===== src/rtl/friscv_uart_pkg.sv =====
// rtl/friscv_uart_pkg.sv - receiver state encoding, frame constants and oversample ratio
// UART_RX_PARITY_EN adds the PARITY state to the enum.
package friscv_uart_pkg;

  localparam int OVERSAMPLE = 16;
  localparam int SAMPLE_W   = $clog2(OVERSAMPLE);
  localparam int DATA_BITS  = 8;
  localparam int BIT_IDX_W  = $clog2(DATA_BITS);

  localparam logic [SAMPLE_W-1:0]  START_SAMPLE = SAMPLE_W'(OVERSAMPLE / 2 - 1);
  localparam logic [SAMPLE_W-1:0]  LAST_SAMPLE  = SAMPLE_W'(OVERSAMPLE - 1);
  localparam logic [BIT_IDX_W-1:0] LAST_BIT     = BIT_IDX_W'(DATA_BITS - 1);

  typedef enum logic [2:0] {
    ST_IDLE   = 3'd0,
    ST_START  = 3'd1,
    ST_DATA   = 3'd2,
`ifdef UART_RX_PARITY_EN
    ST_PARITY = 3'd3,
`endif
    ST_STOP   = 3'd4
  } rx_state_e;

  // Even parity: the bit that makes the total count of ones even.
  function automatic logic even_parity(input logic [DATA_BITS-1:0] data);
    return ^data;
  endfunction

endpackage


===== src/rtl/friscv_rx_fifo.sv =====
// rtl/friscv_rx_fifo.sv - first-word fall-through receive FIFO with occupancy count
// DEPTH must be a power of two so the pointers wrap naturally.
module friscv_rx_fifo #(
  parameter int DEPTH = 16
) (
  input  logic                     clk_i,
  input  logic                     rst_i,
  input  logic                     wr_i,
  input  logic [7:0]               wr_dat_i,
  input  logic                     rd_i,
  output logic [7:0]               rd_dat_o,
  output logic                     full_o,
  output logic                     empty_o,
  output logic [$clog2(DEPTH):0]   cnt_o
);

  localparam int AW = $clog2(DEPTH);

  logic [7:0]    mem_q [DEPTH];
  logic [AW-1:0] wr_ptr_q, wr_ptr_d;
  logic [AW-1:0] rd_ptr_q, rd_ptr_d;
  logic [AW:0]   cnt_q, cnt_d;
  logic          wr_ok, rd_ok;

  assign empty_o = (cnt_q == '0);
  assign full_o  = (cnt_q == (AW+1)'(DEPTH));
  assign cnt_o   = cnt_q;
  // Head is forced to zero when empty so the output has a defined reset value.
  assign rd_dat_o = empty_o ? 8'h00 : mem_q[rd_ptr_q];

  always_comb begin
    rd_ok    = rd_i && !empty_o;
    wr_ok    = wr_i && (!full_o || rd_ok);
    wr_ptr_d = wr_ok ? wr_ptr_q + AW'(1) : wr_ptr_q;
    rd_ptr_d = rd_ok ? rd_ptr_q + AW'(1) : rd_ptr_q;
    cnt_d    = cnt_q + {{AW{1'b0}}, wr_ok} - {{AW{1'b0}}, rd_ok};
  end

  always_ff @(posedge clk_i) begin
    if (rst_i) begin
      wr_ptr_q <= '0;
      rd_ptr_q <= '0;
      cnt_q    <= '0;
    end else begin
      wr_ptr_q <= wr_ptr_d;
      rd_ptr_q <= rd_ptr_d;
      cnt_q    <= cnt_d;
    end
  end

  always_ff @(posedge clk_i) begin
    if (wr_ok) begin
      mem_q[wr_ptr_q] <= wr_dat_i;
    end
  end

endmodule


===== src/rtl/friscv_uart_rx.sv =====
// rtl/friscv_uart_rx.sv - 16x oversampling 8N1 UART receiver with FIFO and sticky error flags
// UART_RX_PARITY_EN enables an even-parity bit between data and stop.
module friscv_uart_rx
  import friscv_uart_pkg::*;
#(
  parameter int DIVISOR    = 54,
  parameter int FIFO_DEPTH = 16
) (
  input  logic                          clk_i,
  input  logic                          rst_i,
  input  logic                          rxd_i,
  input  logic                          rd_i,
  input  logic                          clr_i,
  output logic [7:0]                    dat_o,
  output logic                          rdy_o,
  output logic [$clog2(FIFO_DEPTH):0]   cnt_o,
  output logic                          ferr_o,
  output logic                          ovr_o,
  output logic                          perr_o
);

  localparam int PW = (DIVISOR > 1) ? $clog2(DIVISOR) : 1;

  logic                 rxd_meta_q, rxd_meta_d;
  logic                 rxd_sync_q, rxd_sync_d;
  logic                 rxd_prev_q, rxd_prev_d;
  logic [PW-1:0]        presc_q, presc_d;
  rx_state_e            state_q, state_d;
  logic [SAMPLE_W-1:0]  sample_q, sample_d;
  logic [BIT_IDX_W-1:0] bit_q, bit_d;
  logic [7:0]           shift_q, shift_d;
  logic                 brk_q, brk_d;
  logic                 ferr_q, ferr_d;
  logic                 ovr_q, ovr_d;
  logic                 tick, line, fall;
  logic                 fifo_wr, fifo_full, fifo_empty;
  logic                 ferr_set, ovr_set;
`ifdef UART_RX_PARITY_EN
  logic                 perr_q, perr_d;
  logic                 perr_set;
`endif

  assign line = rxd_sync_q;
  assign fall = rxd_prev_q && !rxd_sync_q;
  assign tick = (presc_q == PW'(DIVISOR - 1));

  always_comb begin
    rxd_meta_d = rxd_i;
    rxd_sync_d = rxd_meta_q;
    rxd_prev_d = rxd_sync_q;
    presc_d    = tick ? '0 : presc_q + PW'(1);
  end

  always_comb begin
    state_d  = state_q;
    sample_d = sample_q;
    bit_d    = bit_q;
    shift_d  = shift_q;
    brk_d    = brk_q;
    fifo_wr  = 1'b0;
    ferr_set = 1'b0;
`ifdef UART_RX_PARITY_EN
    perr_set = 1'b0;
`endif
    case (state_q)
      ST_IDLE: begin
        if (fall) begin
          state_d  = ST_START;
          sample_d = '0;
        end
      end
      ST_START: begin
        if (tick) begin
          if (sample_q == START_SAMPLE) begin
            if (line) begin
              state_d = ST_IDLE;
            end else begin
              state_d  = ST_DATA;
              sample_d = '0;
              bit_d    = '0;
            end
          end else begin
            sample_d = sample_q + SAMPLE_W'(1);
          end
        end
      end
      ST_DATA: begin
        if (tick) begin
          sample_d = sample_q + SAMPLE_W'(1);
          if (sample_q == LAST_SAMPLE) begin
            shift_d = {line, shift_q[7:1]};
            bit_d   = bit_q + BIT_IDX_W'(1);
            if (bit_q == LAST_BIT) begin
`ifdef UART_RX_PARITY_EN
              state_d = ST_PARITY;
`else
              state_d = ST_STOP;
`endif
            end
          end
        end
      end
`ifdef UART_RX_PARITY_EN
      ST_PARITY: begin
        if (tick) begin
          sample_d = sample_q + SAMPLE_W'(1);
          if (sample_q == LAST_SAMPLE) begin
            perr_set = (even_parity(shift_q) != line);
            state_d  = ST_STOP;
          end
        end
      end
`endif
      ST_STOP: begin
        // After a framing error, hold here until the break releases the line.
        if (brk_q) begin
          if (line) begin
            brk_d   = 1'b0;
            state_d = ST_IDLE;
          end
        end else if (tick) begin
          sample_d = sample_q + SAMPLE_W'(1);
          if (sample_q == LAST_SAMPLE) begin
            if (line) begin
              fifo_wr = 1'b1;
              state_d = ST_IDLE;
            end else begin
              ferr_set = 1'b1;
              brk_d    = 1'b1;
            end
          end
        end
      end
      default: state_d = ST_IDLE;
    endcase
  end

  // A read in the same cycle as a full-FIFO write frees a slot, so only a lone write overruns.
  always_comb begin
    ovr_set = fifo_wr && fifo_full && !rd_i;
    ferr_d  = ferr_set || (ferr_q && !clr_i);
    ovr_d   = ovr_set  || (ovr_q  && !clr_i);
`ifdef UART_RX_PARITY_EN
    perr_d  = perr_set || (perr_q && !clr_i);
`endif
  end

  always_ff @(posedge clk_i) begin
    if (rst_i) begin
      rxd_meta_q <= 1'b1;
      rxd_sync_q <= 1'b1;
      rxd_prev_q <= 1'b1;
      presc_q    <= '0;
      state_q    <= ST_IDLE;
      sample_q   <= '0;
      bit_q      <= '0;
      shift_q    <= '0;
      brk_q      <= 1'b0;
      ferr_q     <= 1'b0;
      ovr_q      <= 1'b0;
`ifdef UART_RX_PARITY_EN
      perr_q     <= 1'b0;
`endif
    end else begin
      rxd_meta_q <= rxd_meta_d;
      rxd_sync_q <= rxd_sync_d;
      rxd_prev_q <= rxd_prev_d;
      presc_q    <= presc_d;
      state_q    <= state_d;
      sample_q   <= sample_d;
      bit_q      <= bit_d;
      shift_q    <= shift_d;
      brk_q      <= brk_d;
      ferr_q     <= ferr_d;
      ovr_q      <= ovr_d;
`ifdef UART_RX_PARITY_EN
      perr_q     <= perr_d;
`endif
    end
  end

  friscv_rx_fifo #(
    .DEPTH (FIFO_DEPTH)
  ) u_fifo (
    .clk_i    (clk_i),
    .rst_i    (rst_i),
    .wr_i     (fifo_wr),
    .wr_dat_i (shift_q),
    .rd_i     (rd_i),
    .rd_dat_o (dat_o),
    .full_o   (fifo_full),
    .empty_o  (fifo_empty),
    .cnt_o    (cnt_o)
  );

  assign rdy_o  = !fifo_empty;
  assign ferr_o = ferr_q;
  assign ovr_o  = ovr_q;
`ifdef UART_RX_PARITY_EN
  assign perr_o = perr_q;
`else
  assign perr_o = 1'b0;
`endif

endmodule


===== config.mk =====
export PLATFORM = sky130hd
export DESIGN_NAME = friscv_uart_rx
export DESIGN_NICKNAME = d
export VERILOG_FILES = /design/src/rtl/friscv_uart_pkg.sv /design/src/rtl/friscv_rx_fifo.sv /design/src/rtl/friscv_uart_rx.sv
export SDC_FILE = /design/constraint.sdc
export NUM_CORES = 1
export LEC_CHECK = 0
export ABC_AREA = 1
export CORE_UTILIZATION = 35
export DETAILED_ROUTE_END_ITERATION = 6
export HOLD_SLACK_MARGIN = 0.03
export RECOVER_POWER = 100
export SYNTH_ARGS = -nofsm -noshare
export SYNTH_HDL_FRONTEND = slang
export SYNTH_SLANG_ARGS = --single-unit

===== constraint.sdc =====
create_clock -name clk_i -period 2.55 [get_ports clk_i]
set_input_delay 0.3825 -clock clk_i [delete_from_list [all_inputs] [get_ports clk_i]]
set_output_delay 0.3825 -clock clk_i [all_outputs]
set_load 0.01 [all_outputs]

Yosys cells after proc, flatten, opt, wreduce, memory -nomap -nowiden
Memory sizes are Yosys's and may differ from the RTL's. A register that Yosys moved wholly into a read port is not among the register bits.
Cells that the tools add are included.
{"block": "word_totals", "inputBits": 5, "memories": 1, "ff_bits": 43, "mem_bits_rw": 128, "rom_bits": 0, "out_inout_bits": 17, "latch_bits": 0}
{"memory": "u_fifo.mem_q", "depth": 16, "width": 8, "read_ports": 1, "rd_clocked_by_memory_dff": 1, "write_ports": 1, "line_no": "friscv_rx_fifo.sv:19", "text": "logic [7:0] mem_q [DEPTH];"}
{"block": "op_classes", "order_cmp": 0, "multipliers": 0, "bitwise_logic": 0, "shift": 0, "eq_ne": 19, "n_reduce_logical": 24, "muxes": 41, "div": 0, "n_addsub": 7}
{"op": "two-way mux 3 bit", "count": 15}
{"op": "two-way mux 4 bit", "count": 8}
{"op": "inequality test 2 bit (second input constant)", "count": 8}
{"op": "one-hot mux 4 bit (4 select lines)", "count": 1}
{"op": "two-way mux 1 bit", "count": 13}
{"op": "adder 4 x 1 -> 4 bit (second input constant)", "count": 3}
{"op": "one-hot mux 3 bit (4 select lines)", "count": 1}
{"op": "inequality test 3 bit (second input constant)", "count": 3}
{"op": "two-way mux 8 bit", "count": 1}
{"op": "AND reduction 8 bit", "count": 1}
{"op": "logical AND 1 bit", "count": 7}
{"op": "adder 6 x 1 -> 6 bit (second input constant)", "count": 1}
{"op": "== test 3 bit (second input constant)", "count": 2}
{"op": "== test 6 bit (second input constant)", "count": 1}
{"op": "one-hot mux 3 bit (2 select lines)", "count": 1}
{"op": "AND reduction 6 bit", "count": 1}
{"op": "adder 5 x 1 -> 5 bit", "count": 1}
{"op": "== test 5 bit (second input constant)", "count": 1}
{"op": "zero test 1 bit", "count": 5}
{"op": "zero test 5 bit", "count": 1}
{"op": "AND reduction 5 bit", "count": 1}
{"op": "subtractor 5 x 1 -> 5 bit", "count": 1}
{"op": "== test 4 x 3 -> 1 bit (second input constant)", "count": 1}
{"op": "== test 4 bit (second input constant)", "count": 1}
{"op": "other kinds (10)", "count": 12}

Longest topological paths before layout
Gate-level depths: netlist (run 1).
{"block": "depth", "ltp_word": 8, "depth_mapped": 14}

Hierarchy
Synthesis (run 1) repeated with hierarchy kept, for this count alone.
{"block": "unflattened", "hier_cells": 764, "area_unflattened_um2": 7622.3}
{"mod": "friscv_rx_fifo", "n_inst": 1, "cells_each": 543, "seq_area_each_um2": 4184.0, "area_each_um2": 6069.6}
{"mod": "friscv_uart_rx", "n_inst": 1, "cells_each": 221, "seq_area_each_um2": 600.6, "area_each_um2": 1552.7}

Least setup slack after synthesis (run 1)
OpenSTA, ideal clock, no wires.
{"block": "synth_timing", "path_kind": "register to register", "startpoint": "reg u_fifo.cnt_q[3] (netlist: u_fifo.cnt_o[3])", "endpoint": "reg u_fifo.cnt_q[4] (netlist: u_fifo.cnt_o[4])", "n_path_buf": 0, "t_arrival_ns": 2.435, "synth_period_minus_slack_ns": 2.505, "slack_ns": 0.045, "t_required_ns": 2.480, "stages_incl_launch_ff": 14, "path_cell_list": "dfxtp_1 -> inv_1 -> ha_1 -> nand3_2 -> nand2_1 -> clkinv_1 -> ha_1 -> inv_1 -> ha_1 -> inv_1 -> fa_1 -> o31ai_1 -> o21ai_0 -> a21oi_1"}
{"block": "synth_via", "elab_chain_len": 7}
{"item": "start, declared", "line_no": "friscv_rx_fifo.sv:22", "text": "logic [AW:0] cnt_q, cnt_d;"}
{"item": "start signal, assigned", "line_no": "friscv_rx_fifo.sv:47", "text": "cnt_q <= cnt_d;"}
{"item": "zero test 5 bit (*)", "line_no": "friscv_rx_fifo.sv:25", "text": "assign empty_o = (cnt_q == '0);"}
{"item": "zero test 1 bit (*)"}
{"item": "via rdy_o", "line_no": "friscv_uart_rx.sv:15", "text": "output logic rdy_o,"}
{"item": "logical AND 1 bit (*)", "line_no": "friscv_rx_fifo.sv:32", "text": "rd_ok = rd_i && !empty_o;"}
{"item": "logical OR 1 bit", "line_no": "friscv_rx_fifo.sv:33", "text": "wr_ok = wr_i && (!full_o || rd_ok);"}
{"item": "logical AND 1 bit", "line_no": "friscv_rx_fifo.sv:33"}
{"item": "adder 5 x 1 -> 5 bit", "line_no": "friscv_rx_fifo.sv:36", "text": "cnt_d = cnt_q + {{AW{1'b0}}, wr_ok} - {{AW{1'b0}}, rd_ok};"}
{"item": "subtractor 5 x 1 -> 5 bit (*)", "line_no": "friscv_rx_fifo.sv:36"}
The timed path passes the listed nets; every way through them passes the cells marked *.
A chain may end at the register's enable or synchronous reset.

==> summary.md, run 1 <==
| Metric | Value |
|---|---|
| ANT nets after route | 0 |
| Min Tclk post-route | between 2000 and 2500 ps |
| Fin nets | roughly 800 |
| R2R depth | 13 |
| R2R Path End | u_fifo.cnt_o[4] |
| Final setup TNS | 0 ps |
| Buf/Inv on CP | 2 |
| Hold Fails Final Rpt | 0 |
| Achievable Freq | 404.6 MHz |
| Crit. End Element | output pin |
| Met1 Resource Use GR | 21.56% |
| Commonest cells in the netlist | nand2_1 (188), edfxtp_1 (128), nand3_1 (119), nor2_1 (56) |
| Vias/cell | 4.849 |
| Total grt overflow | 0 |
| Worst Path Max Fanout | 32 |
| RR Startpoint | sample_q[0] |
| Die height | between 100 and 150 um |
| Core area | roughly 21000 um2 |
| R2r setup slk | ~160 ps |
| Peak-usage layer in the global routing report | met2 |
| Top-Level Pins | 22 |
| Core Rows | 53 |
| Max-slew headroom | around 44% |
| Seq/Total Area, Yosys | 63.23% |
| Max incr delay on CP | roughly 400 ps |
| Asr flop ratio synth | 0% |
| Via count | between 5000 and 6000 |
| CTS Sinks | about 180 |
| Most used cell, CP | nand3_1 |
| Peak VDD IR | about 0.00055 V |
| Syn avg cell area | between 10 and 15 um2 |
| Multi-input logic area | roughly 2500 um2 |
| Critical Path Stages | 6 |
| Antenna cell count | 0 |
| Synth Register Bits | roughly 180 |
| Cells after synthesis | roughly 750 |
| Worst EP arrival | about 2100 ps |
| GPL Wtd Cong | 0.8245 |
| Clock Latency Late Sink | 430 ps |
| Startpoint types | register |
| Max-Cap Viols | 0 |
| Share of cells above drive strength 1 | ~12% |
| Initial core utilization | a little over a third |
| Die area | 22210 um2 |
| Top-area cell type share of the netlist area | 50.79% |
| CTS tree | done |
| Global routing usage on met2 | roughly a quarter |
| Wire per inst | about 15 um |
| Final instance area | 8985 um2 |
| Input/output buffers | 20 |
| Gr usage total | between 15 and 20% |
| Post-Syn Area | 7567 um2 |
| Met3 usage | roughly 3.9% |
| Final number of max-transition violations | 0 |
| Syn nets | between 700 and 800 |
| Synth cell types | 35 |
| Vias in the first global route | about 5000 |
| Synth area leader | edfxtp_1 |
| DRT Wirelength | about 17000 um |
| Worst Tran Pin Value | ~840 ps |
| Post-route DRC | 0 |
| Cell Area, Placed | between 8000 and 9000 um2 |
| Fill count | 2043 |
| Root buffer cell | clkbuf_16 |
| Synthesis Warnings | 0 |
| Worst min-delay path class | reg -> reg |
| Area growth syn-to-layout | 18.73% |
| CTS max path bufs | 2 |
| Most numerous cell in the Yosys netlist | nand2_1 |
| Leak | roughly 3.6 nW |
| Worst Setup EP | dat_o[7] |
| Top delay family on crit path | buffers and inverters |
| Post-synth EDFFs | 128 |
| Hold-fix buffers, CTS | 0 |
| 1st-iter DRT viols | between 200 and 300 |
| 1st-pass router iterations | 5 |
| Top FF cell, synth | edfxtp_1 |
| Largest net degree at the start of global routing | 33 |
| Max Clock Skew | 12.96 ps |
| Required @ worst endpoint | ~2200 ps |
| Pwr dens | about 920 nW/um2 |
| Largest cells by area after synthesis | edfxtp_1 (51%), dfxtp_1 (12%), nand2_1 (9.3%) |
| Finished Layout Cells | between 1000 and 1500 |
| CTS clk-pin slew, worst paths | around 70 ps |
| Die W | 149.0 um |
| H-tree levels | 4 |
| First-pass GRT wire length | ~26000 um |
| Initial antenna violation count | 0 |
| Status | completed |
| DP HPWL | approximately 11000 um |
| CTS Buf Count | 17 |
| Register area | between 4000 and 5000 um2 |
| # placed instances | around 1100 |
| Part of the cycle the worst path needs | a little over nine tenths |
| Slowest CP cell | buf_4 |
| Count of final setup violators | 0 |
| Crit Path Category | reg -> out |
| Cell chain of the critical path | buf_4 -> nand3_1 -> nand3_1 -> a21oi_2 -> o21a_1 -> dlygate4sd2_1 |
==> cell usage in the layout (no fill, tap or decap), types with 2 or more instances in the layout <==
cell type / netlist / routed
nand2_1: 188 / 189
edfxtp_1: 128 / 128
nand3_1: 119 / 121
nor2_1: 56 / 58
inv_1: 47 / 46
dfxtp_1: 47 / 46
a21oi_1: 41 / 33
clkbuf_16: 0 / 18
o21ai_0: 16 / 16
ha_1: 16 / 16
buf_4: 2 / 14
o21a_1: 10 / 10
dlygate4sd3_1: 0 / 9
a21oi_2: 0 / 8
clkbuf_2: 0 / 8
clkbuf_1: 12 / 8
nand2_2: 8 / 7
nand4_1: 6 / 6
dlygate4sd2_1: 0 / 6
inv_6: 0 / 5
buf_12: 0 / 5
xor2_1: 4 / 4
clkinv_4: 1 / 4
nand3_2: 5 / 3
clkinv_1: 2 / 3
nand2_4: 3 / 3
inv_8: 0 / 3
bufinv_16: 0 / 3
clkdlybuf4s50_1: 0 / 3
nor2_4: 3 / 2
clkinvlp_4: 0 / 2
inv_2: 3 / 2
o21ai_1: 2 / 2
or2_2: 2 / 2
nor3_1: 2 / 2
xnor2_1: 2 / 2
buf_2: 13 / 2
==> power by group <==
part | internal (mW) | switching, mW
Combinational | 0.890 | 1.34
Clock | 1.58 | 1.18
Sequential | 3.12 | 0.123
Total | 5.60 | 2.64
==> sequential cells by signal, indices dropped and copies added (netlist names), named ones only <==
name / flops
rxd_meta_q: 1
ovr_o: 1
line: 1
sample_q: 4
ferr_o: 1
state_q: 3
presc_q: 6
shift_q: 8
u_fifo.rd_ptr_q: 4
bit_q: 3
u_fifo.cnt_o: 5
rxd_prev_q: 1
brk_q: 1
u_fifo.wr_ptr_q: 4
u_fifo.mem_q: 128
==> stage by stage <==
stage / worst slack [ps] / power (mW) / utilization (%) / hold slack [ps]
global placement: -1.240 / 5.429 / 39.40 / 394.0
floorplan: 44.99 / 4.699 / - / 389.5
finish: 78.17 / 8.234 / 42.61 / 414.5
detailed placement: -30.37 / 5.433 / 39.40 / 401.0
CTS: -136.3 / 8.269 / 42.81 / 418.2
global route: -0.3997 / 8.659 / 42.61 / 439.5
==> per-layer routing <==
metal / up-vias / wire [um] / part of all wire (%)
met2: 104 / 7699 / 46
li1: 2647 / - / -
met3: 17 / 855 / 5.1
met1: 2508 / 7919 / 47
met4: 0 / 251 / 1.5
met5: - / 0 / 0
==> final cells by class <==
type,count,share of cell area [%]
Clock inverter,15,2.242
Multi-Input combinational cell,491,27.34
Tap cell,275,3.830
Inverter,54,2.367
Clock buffer,17,4.735
Timing Repair Buffer,61,6.197
Sequential cell,175,53.29
==> worst reg2reg max path, cell delays in order (launching register included) <==
cell and delay (ps):
dfxtp_1 350, ha_1 240, nand3_2 130, clkinv_1 90
nand2_1 100, nor2_4 160, nand2_2 70, clkinv_1 60
ha_1 170, inv_1 60, fa_2 360, o31ai_2 280
o21ai_0 100, a21oi_1 150
==> worst min-delay path by stage <==
stage | startpoint | endpoint | slack [ps] | cells after the start
final | rxd_meta_q | line | 410 | 1
after global routing | rxd_meta_q | line | 440 | 1
after CTS | rxd_meta_q | line | 420 | 1
after detailed placement | rxd_meta_q | line | 400 | 1
after global placement | rxd_meta_q | line | 390 | 1
after floorplan | rxd_meta_q | line | 390 | 1
==> logic make-up (layout without fill, tap and decap cells) <==
| kind of cell | after synthesis | in the layout | synth area share (%) |
|---|---|---|---|
| AO/OA/AOI/OAI | 70 | 70 | 4.993 |
| adder cells (fa/ha/maj) | 17 | 17 | 2.910 |
| other | 1 | 1 | 0.04956 |
| XOR/XNOR | 6 | 6 | 0.6944 |
| AND/OR/NAND/NOR | 397 | 397 | 23.61 |
| buffers and inverters | 83 | 147 | 4.514 |
| flip-flops | 175 | 175 | 63.23 |
==> what timing repair did <==
action,CTS,global route
endpoints found under the hold margin,0,0
setup endpoints to repair,8,4
gates resized for setup,19,9
pin swaps,1,2
buffers inserted,2,0
gates cloned,1,1
Power figures use the tool's default switching activity.
==> run 2, diff against run 1 <==
Settings changed: CORE_UTILIZATION 35 to 55, HOLD_SLACK_MARGIN 0.03 to 0.08, PLACE_DENSITY set to 0.75.
==> summary.md, run 2 (synthesized netlist as in run 1, its figures left out) <==
| Metric | Value |
|---|---|
| Status | completed |
| Max-Cap Viols | 0 (unchanged) |
| Min Tclk post-route | 2466 ps (-5.817 ps) |
| Max-slew headroom | 49.71% (+5.9 points) |
| Top delay family on crit path | buffers and inverters |
| # placed instances | 949 (-9.8%) |
| Top flop regs | u_fifo.mem_q x128, shift_q x8, presc_q x6 |
| Antenna cell count | 0 (unchanged) |
| Largest register FFs | 128 (unchanged) |
| Post-route DRC | 0 (unchanged) |
| Worst EP arrival | 2080 ps (about the same) |
| First-pass GRT wire length | 26150 um (-1.1%) |
| Buf/Inv on CP | 3 (+1) |
| Gr usage total | 24.49% (+8.5 points) |
| Most flop-heavy register | u_fifo.mem_q |
| R2r setup slk | 190 ps (+30 ps) |
| Worst min-delay path class | reg -> reg |
| Part of the cycle the worst path needs | 96.71% (-0.23 points) |
| Count of final setup violators | 0 (unchanged) |
| Register area | 4787 um2 (about the same) |
| Peak VDD IR | 0.0006181 V (+13%) |
| Commonest non-fill, non-tap cell in the layout | nand2_1 |
| Required @ worst endpoint | 2170 ps (about the same) |
| Leak | 3.420 nW (-4.8%) |
| Hold-fix buffers, CTS | 0 (unchanged) |
| Via count | 5391 (+2.2%) |
| Pwr dens | 896.9 nW/um2 (-2.1%) |
| Top-Level Pins | 22 (unchanged) |
| CTS tree | done |
| Startpoint types | register |
| Most frequent cells in the layout | nand2_1 (191), edfxtp_1 (128), nand3_1 (117), nor2_1 (58), inv_1 (47) |
| Wire per inst | 16.60 um (+8.0%) |
| Largest net degree at the start of global routing | 33 (unchanged) |
| Die area | 14230 um2 (-36%) |
| Most used cell, CP | nand3_1 |
| Fin nets | 817 (-0.61%) |
| Final number of max-transition violations | 0 (unchanged) |
| CTS Buf Count | 17 (unchanged) |
| Cell chain of the critical path | inv_2 -> buf_12 -> nand2_1 -> nand3_1 -> nand3_1 -> a21oi_1 -> o21a_1 -> dlygate4sd2_1 |
| Vias in the first global route | 5251 (+5.9%) |
| Final setup TNS | 0 ps (unchanged) |
| Worst Tran Pin Value | 753.3 ps (-87.92 ps) |
| Initial core utilization | 56.69% (+21 points) |
| Clock Latency Late Sink | 430 ps (about the same) |
| Max Clock Skew | 9.244 ps (-3.719 ps) |
| Input/output buffers | 20 (unchanged) |
| Root buffer cell | clkbuf_16 |
| 1st-iter DRT viols | 488 (+77%) |
| ANT nets after route | 0 (unchanged) |
| Core area | 13350 um2 (-37%) |
| DRT Wirelength | 16330 um (-2.4%) |
| Area growth syn-to-layout | 14.09% |
| GPL Wtd Cong | 0.9510 (+15%) |
| CTS clk-pin slew, worst paths | 60 ps (about the same) |
| RSZ-0062 raised after global routing | no |
| Crit Path Category | reg -> out |
| Initial antenna violation count | 0 (unchanged) |
| Finished Layout Cells | 984 (-9.6%) |
| Multi-input logic area | 2462 um2 (+0.25%) |
| Max incr delay on CP | 370 ps (-30 ps) |
| Hold Fails Final Rpt | 0 (unchanged) |
| Die height | 119.3 um (-20%) |
| Hold Slack | 421.3 ps (+6.836 ps) |
| Crit. End Element | output pin |
| Worst Path Max Fanout | 32 (unchanged) |
| Slowest CP cell | dfxtp_2 |
| DP HPWL | 10630 um (+1.2%) |
| Share of cells above drive strength 1 | 10.02% (-2.3 points) |
| Achievable Freq | 405.5 MHz (+0.24%) |
| Vias/cell | 5.479 (+13%) |
| CTS max path bufs | 2 (unchanged) |
| Die W | 119.3 um (-20%) |
| H-tree levels | 4 (unchanged) |
| Total grt overflow | 0 (unchanged) |
| Fill count | 1073 (-47%) |
| Core Rows | 42 (-21%) |
| 1st-pass router iterations | 7 (+2) |
| CTS Sinks | 175 (unchanged) |
-- run 2: cell count changes in the layout (fill, tap and decap cells not counted), moves of 4 or more --
cell / previous run / this run
nand3_2: 3 / 7
clkbuf_2: 8 / 0
clkbuf_8: 0 / 4
a21oi_1: 33 / 37
clkinv_2: 1 / 7
clkbuf_1: 8 / 22
a21oi_2: 8 / 4
inv_6: 5 / 0
nand3_1: 121 / 117
-- run 2: worst paths after layout --
kind         startpoint                  end  cells past startpoint
max            register             dat_o[3]                      8
min          rxd_meta_q                 line                      1
max reg2reg  presc_q[1]  u_fifo.mem_q[11][6]                     10
min reg2reg  rxd_meta_q                 line                      1
-- run 2: through the flow --
| step | power (mW) | setup WS [ps] | utilization (%) | area (um2) |
|---|---|---|---|---|
| 2_1_floorplan | 4.699 | 44.99 | - | 7567 |
| 6_report | 7.743 | 83.98 | 64.68 | 8633 |
| 3_5_place_dp | 5.386 | -52.31 | 60.90 | 8129 |
| 5_1_grt | 8.143 | 9.829 | 64.68 | 8633 |
| 4_1_cts | 7.720 | 13.42 | 65.25 | 8710 |
| 3_3_place_gp | 5.289 | 61.82 | 60.90 | 8129 |
-- run 2: layout make-up --
cell class / instances / share of cell area [%]
clock buffer: 24 / 5.696
clock inverter: 8 / 0.4783
inverter: 54 / 2.420
multi-input combinational: 491 / 28.52
sequential: 175 / 55.45
tap: 176 / 2.551
timing repair buffer: 56 / 4.884
-- run 2: worst reg2reg max path: cells and delay by family, from the launching register on --
kind                       cells  cell delay [ps]
DFF                            1              340
buffers and inverters          3              650
adders and majority gates      1              160
and+or+nand+nor                6              850
-- run 2: routing by layer --
layer | track usage, % | wire length (um)
met1 | 29.16 | 6917
met2 | 42.04 | 8178
met3 | 4.933 | 707
met4 | 12.58 | 528
met5 | 0 | 0
-- run 2: what timing repair did --
item	CTS	global route
setup buffers	0	3
gates resized for setup	22	9
pin swaps	1	2
setup endpoints to repair	9	1
-- run 2: report_power, final --
| part | internal [mW] | switching (mW) |
|---|---|---|
| sequential | 3.13 | 0.136 |
| clock | 1.33 | 1.00 |
| combinational | 0.804 | 1.34 |
